<file path="config.mk">
export PLATFORM = sky130hd
export DESIGN_NAME = wb_port_arbiter_flat
export DESIGN_NICKNAME = d
export VERILOG_FILES = /design/src/rtl/wb_port_arbiter_if.sv /design/src/rtl/wb_port_arbiter.sv /design/src/flat_wrapper.sv
export SDC_FILE = /design/constraint.sdc
export NUM_CORES = 1
export LEC_CHECK = 0
export BUFFER_PORTS_ARGS = -buffer_cell sky130_fd_sc_hd__buf_2
export CELL_PAD_IN_SITES_DETAIL_PLACEMENT = 1
export CELL_PAD_IN_SITES_GLOBAL_PLACEMENT = 1
export CORE_AREA = 2 2 143 131
export CTS_CLUSTER_DIAMETER = 100
export CTS_CLUSTER_SIZE = 30
export DETAILED_ROUTE_END_ITERATION = 12
export DIE_AREA = 0 0 145 133
export PLACE_DENSITY_LB_ADDON = 0.1
export RECOVER_POWER = 25
export SLEW_MARGIN = 20
export SYNTH_ARGS = -nofsm -noshare
export SYNTH_HDL_FRONTEND = slang
export SYNTH_SLANG_ARGS = --single-unit
</file>
<file path="constraint.sdc">
create_clock -name i_clk -period 1.8 [get_ports i_clk]
set_input_delay 0.09 -clock i_clk [delete_from_list [all_inputs] [get_ports i_clk]]
set_output_delay 0.09 -clock i_clk [all_outputs]
set_load 0.01 [all_outputs]
</file>
<file path="src/rtl/wb_port_arbiter_if.sv">
// Bus bundle for the register-file write-port arbiter: writeback, LLU,
// debug and register-file signals. The testbench drives the master side.
interface wb_port_arbiter_if #(
  parameter int NB_REG  = 32,
  parameter int NB_ADDR = 5
);
  logic               i_wb_regwrite;
  logic [NB_ADDR-1:0] i_wb_addr;
  logic [NB_REG-1:0]  i_wb_data;
  logic               i_llu_valid;
  logic [NB_ADDR-1:0] i_llu_addr;
  logic [NB_REG-1:0]  i_llu_data;
  logic               o_llu_ready;
  logic               i_halted;
  logic               i_dbg_we;
  logic [NB_ADDR-1:0] i_dbg_addr;
  logic [NB_REG-1:0]  i_dbg_data;
  logic               o_dbg_ack;
  logic               o_rf_we;
  logic [NB_ADDR-1:0] o_rf_addr;
  logic [NB_REG-1:0]  o_rf_data;
  logic               o_stall_req;
  logic [1:0]         o_fifo_count;

  modport master (
    output i_wb_regwrite, i_wb_addr, i_wb_data,
    output i_llu_valid, i_llu_addr, i_llu_data,
    output i_halted, i_dbg_we, i_dbg_addr, i_dbg_data,
    input  o_llu_ready, o_dbg_ack, o_rf_we, o_rf_addr, o_rf_data,
    input  o_stall_req, o_fifo_count
  );

  modport slave (
    input  i_wb_regwrite, i_wb_addr, i_wb_data,
    input  i_llu_valid, i_llu_addr, i_llu_data,
    input  i_halted, i_dbg_we, i_dbg_addr, i_dbg_data,
    output o_llu_ready, o_dbg_ack, o_rf_we, o_rf_addr, o_rf_data,
    output o_stall_req, o_fifo_count
  );
endinterface

</file>
<file path="src/rtl/wb_port_arbiter.sv">
// Register-file write-port arbiter. Priority: writeback, then the head of a
// 2-entry LLU result FIFO, then debug writes (only while halted). A head that
// keeps losing to writeback raises a registered stall request.
module wb_port_arbiter #(
  parameter int NB_REG       = 32,
  parameter int NB_ADDR      = 5,
  parameter int STARVE_LIMIT = 4
) (
  input logic               i_clk,
  input logic               i_rst_n,
  wb_port_arbiter_if.slave  bus
);
  logic [NB_ADDR-1:0] mem_addr_q [2];
  logic [NB_ADDR-1:0] mem_addr_d [2];
  logic [NB_REG-1:0]  mem_data_q [2];
  logic [NB_REG-1:0]  mem_data_d [2];
  logic               rd_ptr_q, rd_ptr_d;
  logic               wr_ptr_q, wr_ptr_d;
  logic [1:0]         count_q, count_d;
  logic [3:0]         starve_q, starve_d;
  logic               stall_q, stall_d;
  logic               dbg_ack_q, dbg_ack_d;
  logic               rf_we_q, rf_we_d;
  logic [NB_ADDR-1:0] rf_addr_q, rf_addr_d;
  logic [NB_REG-1:0]  rf_data_q, rf_data_d;

  logic wb_win_s, head_win_s, dbg_win_s, push_s, llu_ready_s;

  assign llu_ready_s      = (count_q != 2'd2) && i_rst_n;
  assign bus.o_llu_ready  = llu_ready_s;
  assign bus.o_fifo_count = count_q;
  assign bus.o_stall_req  = stall_q;
  assign bus.o_dbg_ack    = dbg_ack_q;
  assign bus.o_rf_we      = rf_we_q;
  assign bus.o_rf_addr    = rf_addr_q;
  assign bus.o_rf_data    = rf_data_q;

  // Arbitration, FIFO bookkeeping and starvation tracking for the next edge.
  always_comb begin
    wb_win_s   = bus.i_wb_regwrite && (bus.i_wb_addr != '0);
    head_win_s = !wb_win_s && (count_q != 2'd0);
    dbg_win_s  = !wb_win_s && !head_win_s && bus.i_dbg_we && bus.i_halted && !dbg_ack_q;
    // Results for r0 are accepted but never stored.
    push_s     = bus.i_llu_valid && llu_ready_s && (bus.i_llu_addr != '0);

    mem_addr_d = mem_addr_q;
    mem_data_d = mem_data_q;
    rd_ptr_d   = rd_ptr_q;
    wr_ptr_d   = wr_ptr_q;
    count_d    = count_q;
    if (push_s) begin
      mem_addr_d[wr_ptr_q] = bus.i_llu_addr;
      mem_data_d[wr_ptr_q] = bus.i_llu_data;
      wr_ptr_d             = ~wr_ptr_q;
    end else begin
      wr_ptr_d = wr_ptr_q;
    end
    if (head_win_s) begin
      rd_ptr_d = ~rd_ptr_q;
    end else begin
      rd_ptr_d = rd_ptr_q;
    end
    case ({push_s, head_win_s})
      2'b10:   count_d = count_q + 2'd1;
      2'b01:   count_d = count_q - 2'd1;
      default: count_d = count_q;
    endcase

    rf_we_d   = 1'b0;
    rf_addr_d = rf_addr_q;
    rf_data_d = rf_data_q;
    if (wb_win_s) begin
      rf_we_d   = 1'b1;
      rf_addr_d = bus.i_wb_addr;
      rf_data_d = bus.i_wb_data;
    end else if (head_win_s) begin
      rf_we_d   = 1'b1;
      rf_addr_d = mem_addr_q[rd_ptr_q];
      rf_data_d = mem_data_q[rd_ptr_q];
    end else if (dbg_win_s && (bus.i_dbg_addr != '0)) begin
      rf_we_d   = 1'b1;
      rf_addr_d = bus.i_dbg_addr;
      rf_data_d = bus.i_dbg_data;
    end else begin
      rf_we_d = 1'b0;
    end
    dbg_ack_d = dbg_win_s;

    // Only a non-empty FIFO losing to writeback counts as starvation.
    if ((count_q == 2'd0) || head_win_s) begin
      starve_d = 4'd0;
    end else if (starve_q != 4'd15) begin
      starve_d = starve_q + 4'd1;
    end else begin
      starve_d = starve_q;
    end
    if (head_win_s) begin
      stall_d = 1'b0;
    end else if (starve_d >= 4'(STARVE_LIMIT)) begin
      stall_d = 1'b1;
    end else begin
      stall_d = stall_q;
    end
  end

  // State and registered outputs, with synchronous active-low reset.
  always_ff @(posedge i_clk) begin
    if (!i_rst_n) begin
      mem_addr_q[0] <= '0;
      mem_addr_q[1] <= '0;
      mem_data_q[0] <= '0;
      mem_data_q[1] <= '0;
      rd_ptr_q      <= 1'b0;
      wr_ptr_q      <= 1'b0;
      count_q       <= 2'd0;
      starve_q      <= 4'd0;
      stall_q       <= 1'b0;
      dbg_ack_q     <= 1'b0;
      rf_we_q       <= 1'b0;
      rf_addr_q     <= '0;
      rf_data_q     <= '0;
    end else begin
      mem_addr_q <= mem_addr_d;
      mem_data_q <= mem_data_d;
      rd_ptr_q   <= rd_ptr_d;
      wr_ptr_q   <= wr_ptr_d;
      count_q    <= count_d;
      starve_q   <= starve_d;
      stall_q    <= stall_d;
      dbg_ack_q  <= dbg_ack_d;
      rf_we_q    <= rf_we_d;
      rf_addr_q  <= rf_addr_d;
      rf_data_q  <= rf_data_d;
    end
  end
endmodule

</file>
<file path="src/flat_wrapper.sv">
// flat-port wrapper written by rule: the top's interface ports become plain ports
module wb_port_arbiter_flat 
#(
  parameter int NB_REG       = 32,
  parameter int NB_ADDR      = 5,
  parameter int STARVE_LIMIT = 4
)
  (i_clk, i_rst_n, bus_i_wb_regwrite, bus_i_wb_addr, bus_i_wb_data, bus_i_llu_valid, bus_i_llu_addr, bus_i_llu_data, bus_i_halted, bus_i_dbg_we, bus_i_dbg_addr, bus_i_dbg_data, bus_o_llu_ready, bus_o_dbg_ack, bus_o_rf_we, bus_o_rf_addr, bus_o_rf_data, bus_o_stall_req, bus_o_fifo_count);
  wb_port_arbiter_if #(.NB_REG(NB_REG), .NB_ADDR(NB_ADDR)) bus_i ();
  input logic i_clk;
  input logic i_rst_n;
  input wire logic [$bits(bus_i.i_wb_regwrite)-1:0] bus_i_wb_regwrite;
  input wire logic [$bits(bus_i.i_wb_addr)-1:0] bus_i_wb_addr;
  input wire logic [$bits(bus_i.i_wb_data)-1:0] bus_i_wb_data;
  input wire logic [$bits(bus_i.i_llu_valid)-1:0] bus_i_llu_valid;
  input wire logic [$bits(bus_i.i_llu_addr)-1:0] bus_i_llu_addr;
  input wire logic [$bits(bus_i.i_llu_data)-1:0] bus_i_llu_data;
  input wire logic [$bits(bus_i.i_halted)-1:0] bus_i_halted;
  input wire logic [$bits(bus_i.i_dbg_we)-1:0] bus_i_dbg_we;
  input wire logic [$bits(bus_i.i_dbg_addr)-1:0] bus_i_dbg_addr;
  input wire logic [$bits(bus_i.i_dbg_data)-1:0] bus_i_dbg_data;
  output wire logic [$bits(bus_i.o_llu_ready)-1:0] bus_o_llu_ready;
  output wire logic [$bits(bus_i.o_dbg_ack)-1:0] bus_o_dbg_ack;
  output wire logic [$bits(bus_i.o_rf_we)-1:0] bus_o_rf_we;
  output wire logic [$bits(bus_i.o_rf_addr)-1:0] bus_o_rf_addr;
  output wire logic [$bits(bus_i.o_rf_data)-1:0] bus_o_rf_data;
  output wire logic [$bits(bus_i.o_stall_req)-1:0] bus_o_stall_req;
  output wire logic [$bits(bus_i.o_fifo_count)-1:0] bus_o_fifo_count;
  assign bus_i.i_wb_regwrite = bus_i_wb_regwrite;
  assign bus_i.i_wb_addr = bus_i_wb_addr;
  assign bus_i.i_wb_data = bus_i_wb_data;
  assign bus_i.i_llu_valid = bus_i_llu_valid;
  assign bus_i.i_llu_addr = bus_i_llu_addr;
  assign bus_i.i_llu_data = bus_i_llu_data;
  assign bus_i.i_halted = bus_i_halted;
  assign bus_i.i_dbg_we = bus_i_dbg_we;
  assign bus_i.i_dbg_addr = bus_i_dbg_addr;
  assign bus_i.i_dbg_data = bus_i_dbg_data;
  assign bus_o_llu_ready = bus_i.o_llu_ready;
  assign bus_o_dbg_ack = bus_i.o_dbg_ack;
  assign bus_o_rf_we = bus_i.o_rf_we;
  assign bus_o_rf_addr = bus_i.o_rf_addr;
  assign bus_o_rf_data = bus_i.o_rf_data;
  assign bus_o_stall_req = bus_i.o_stall_req;
  assign bus_o_fifo_count = bus_i.o_fifo_count;
  wb_port_arbiter #(.NB_REG(NB_REG), .NB_ADDR(NB_ADDR), .STARVE_LIMIT(STARVE_LIMIT)) u_core (.i_clk(i_clk), .i_rst_n(i_rst_n), .bus(bus_i));
endmodule
</file>
==> out/qor.csv <==
stage,metric,value,unit
status,outcome,"finished, violations left",
status,violations,setup timing,
sta,fin_ws,-0.01524,ns
setup_path,crit_path_end_kind,flip-flop,
route,post_drt_via_cell_ratio,5.667,
global_routing,antenna_found_initial,0,
placed_design,port-buffer-count,159,
clock_network,worstSkewPairLatency,0.41,ns
route,routed_wl,23.59,mm
placed_design,gp_congestion,0.7929,
setup_path,r2r_end,u_core.bus.o_rf_data[10],
final_layout,num-fill-cells,2121,
power,powerDensity,1120,nW/um^2
yosys,syn_nets,834,
worst_hold_path,hold_start,bus_i_wb_regwrite,
power,ir_drop,576.7,uV
setup_path,reg2reg_depth,7,
route,routedWlPerCell,20.25,um
floorplan,io-pin-count,160,
final_layout,finalNetCount,1031,
final_layout,regArea,2450,um^2
final_layout,layout_commonest_cell,buf_2,
flow_run,drv_cap,0,
sta,final.period_utilization,100.8,%
placed_design,dp_cells,1060,
yosys,avgSynthCellArea,8.575,um^2
floorplan,num_rows,47,
sta,clock_skew,0.008720,ns
floorplan,die_area,19290,um^2
sta,timing.slew.headroom,50.92,%
clock_network,clk_pin_slew,0.05,ns
final_layout,final_cell_mix,"119 x buf_2, 118 x dfxtp_1, 93 x o31ai_1",
clock_network,htree_levels,4,
setup_path,critPathKind,input port to flip-flop,
route,dr.pass1.iters,5,
worst_hold_path,hold_depth,3,
global_routing,grt.overflow.total,0,
sta,worstMarginPinSlew,0.7362,ns
global_routing,grt_pass1_vias,6679,
placed_design,dpl.hpwl,15.13,mm
setup_path,r2r_setup_slack,0.07,ns
setup_path,r2r-start,u_core.bus.o_fifo_count[1],
clock_network,cts_buffers,17,
yosys,synthCells,715,
floorplan,start_util,34.18,%
placed_design,preCtsSetupSlack,-0.06967,ns
sta,final_hold_viol_count,0,
setup_path,crit_required,2.10,ns
power,leakagePower,3.064,nW
sta,period_needed,1.815,ns
setup_path,startpoint,bus_i_wb_addr[3],
yosys,syn-cell-area,6131,um^2
yosys,synth_cell_type_count,41,
final_layout,multi_input_area,3336,um^2
yosys,yosysSeqAreaShare,39.84,%
final_layout,drive_gt1_share,22.39,%
clock_network,root_buffer,clkbuf_16,
setup_path,worst_setup_path_start_kind,input port,
global_routing,grt_pass1_wl,36.90,mm
yosys,synth_warnings,0,
final_layout,n_antenna_cell,0,
final_layout,fin_cells,1165,
route,vias,6602,
yosys,synth_top_area_cell,dfxtp_1,
sta,fmax,550.9,MHz
global_routing,grt_usage,23.91,%
route,drc,0,
route,antenna_left,0,
floorplan,core,17940,um^2
sta,finalSetupViolCount,1,
global_routing,grt_max_degree,76,
yosys,synth_top_area_share,39.84,%
setup_path,worst-path-max-fanout,72,
yosys,synth_seq_cells,122,
route,drt-initial-drc-count,391,
floorplan,dieHeight,133,um
floorplan,die_w,145,um
yosys,yosys-top-cells-area,"dfxtp_1 40%, o31ai_1 11%, nand4_1 6.9%",
worst_hold_path,whs_endpoint,u_core.bus.o_rf_addr[1],
setup_path,crit_arrival,2.12,ns
sta,drv_slew,0,
clock_network,clockBufferDepth,2,
clock_network,cts_tree,done,
final_layout,area_growth,37.98,%
clock_network,cts_sinks,122,
worst_hold_path,min_path_type,input port to flip-flop,
-- worst max-delay path, stage by stage --
cell and delay [ns]:
dlygate4sd3_1 0.54, buf_2 0.16, nor2_1 0.20, a21boi_4 0.10
buf_12 0.22, or3_1 0.47, a311oi_2 0.32
-- layout make-up --
type | count | area share [%]
repair buffers | 267 | 22.19
inverters | 5 | 0.2219
flip-flops and latches | 122 | 28.96
well taps | 245 | 3.624
clock inverters | 5 | 0.3254
clock buffers | 22 | 5.251
multi-input cells | 499 | 39.43
-- where the power goes --
group,switching (mW),internal (mW)
sequential,0.267,3.06
clock,1.15,1.70
combinational,1.96,1.33
total,3.38,6.10
-- metal layers --
layer	global-route usage [%]	wire length (um)	part of all wire, %	up-vias
li1	-	-	-	3144
met3	5.655	1165	4.9	10
met4	4.565	104	0.44	0
met5	0	0	0	-
met2	38.25	11090	47	176
met1	33.18	11240	48	3272
-- what timing repair did --
action | in CTS | in global routing
setup endpoints to repair | 14 | 81
hold endpoints to repair | 109 | 0
gates cloned | 1 | 0
pin swaps | 1 | 1
buffers inserted | 1 | 3
hold buffers | 73 | 0
gates resized for setup | 4 | 8
-- Yosys cell counts --
master	number
a311oi_1	14
o21ai_4	1
buf_6	3
nor3_1	17
and2_1	2
nor2_1	30
or4_4	1
nor4_4	1
nand3_1	9
or3_1	16
or2_2	1
o21a_1	3
and3_1	1
a211oi_1	3
xor2_1	1
o31ai_2	4
dfxtp_1	122
o31ai_1	93
xnor2_1	2
clkbuf_1	50
buf_1	6
buf_4	2
buf_2	27
a211o_1	22
a21boi_2	1
o211a_1	1
a31oi_1	22
o221a_2	1
a21oi_2	1
ha_1	2
and3b_1	1
nand2_1	42
o211ai_1	1
a21o_2	1
nor3_4	1
buf_8	2
inv_1	5
a21oi_1	79
mux2i_1	38
o21ai_0	18
nand4_1	68
-- logic make-up after synthesis --
group           after synthesis  share of synthesized area [%]
xor+xnor                      3                         0.4286
simple gates                190                          16.45
buf+inv                      95                          7.224
compound gates              265                          29.45
mux                          38                          6.204
flops                       122                          39.84
fa+ha+maj                     2                         0.4081
-- through the flow --
stage | TNS, ns | utilization, % | total power [mW] | instance area, um^2 | hold WS [ns]
5_1_grt | -0.06366 | 47.16 | 9.985 | 8459 | 0.04037
6_report | -0.01524 | 47.16 | 9.476 | 8459 | 0.04348
3_3_place_gp | 0 | 40.10 | 6.276 | 7193 | 0.3539
4_1_cts | 0 | 47.02 | 9.476 | 8433 | 0.02568
2_1_floorplan | 0 | - | 5.285 | 6147 | 0.2376
3_5_place_dp | -0.1686 | 40.10 | 6.390 | 7193 | 0.3581
-- flip-flops by register name, summed over array words and instances, names as in the netlist --
name                     flops
u_core.bus.o_rf_data        32
u_core.bus.o_rf_we           1
u_core.bus.o_stall_req       1
u_core.bus.o_dbg_ack         1
u_core.rd_ptr_q              1
u_core.bus.o_fifo_count      2
u_core.wr_ptr_q              1
u_core.starve_q              4
u_core.mem_addr_q           10
u_core.bus.o_rf_addr         5
u_core.mem_data_q           64
-- worst max path at each step --
| stage | slack [ns] | endpoint |
|---|---|---|
| 5_1_grt | -0.06 | u_core.bus.o_rf_data[1] |
| 3_3_place_gp | 0.04 | u_core.bus.o_rf_data[30] |
| 3_5_place_dp | -0.07 | u_core.bus.o_rf_data[19] |
| 4_1_cts | 0.04 | u_core.mem_addr_q[8] |
| 6_report | -0.02 | u_core.bus.o_rf_data[1] |
| 2_1_floorplan | 0.02 | u_core.bus.o_fifo_count[1] |
No activity file was read; power rests on OpenSTA's default activity.
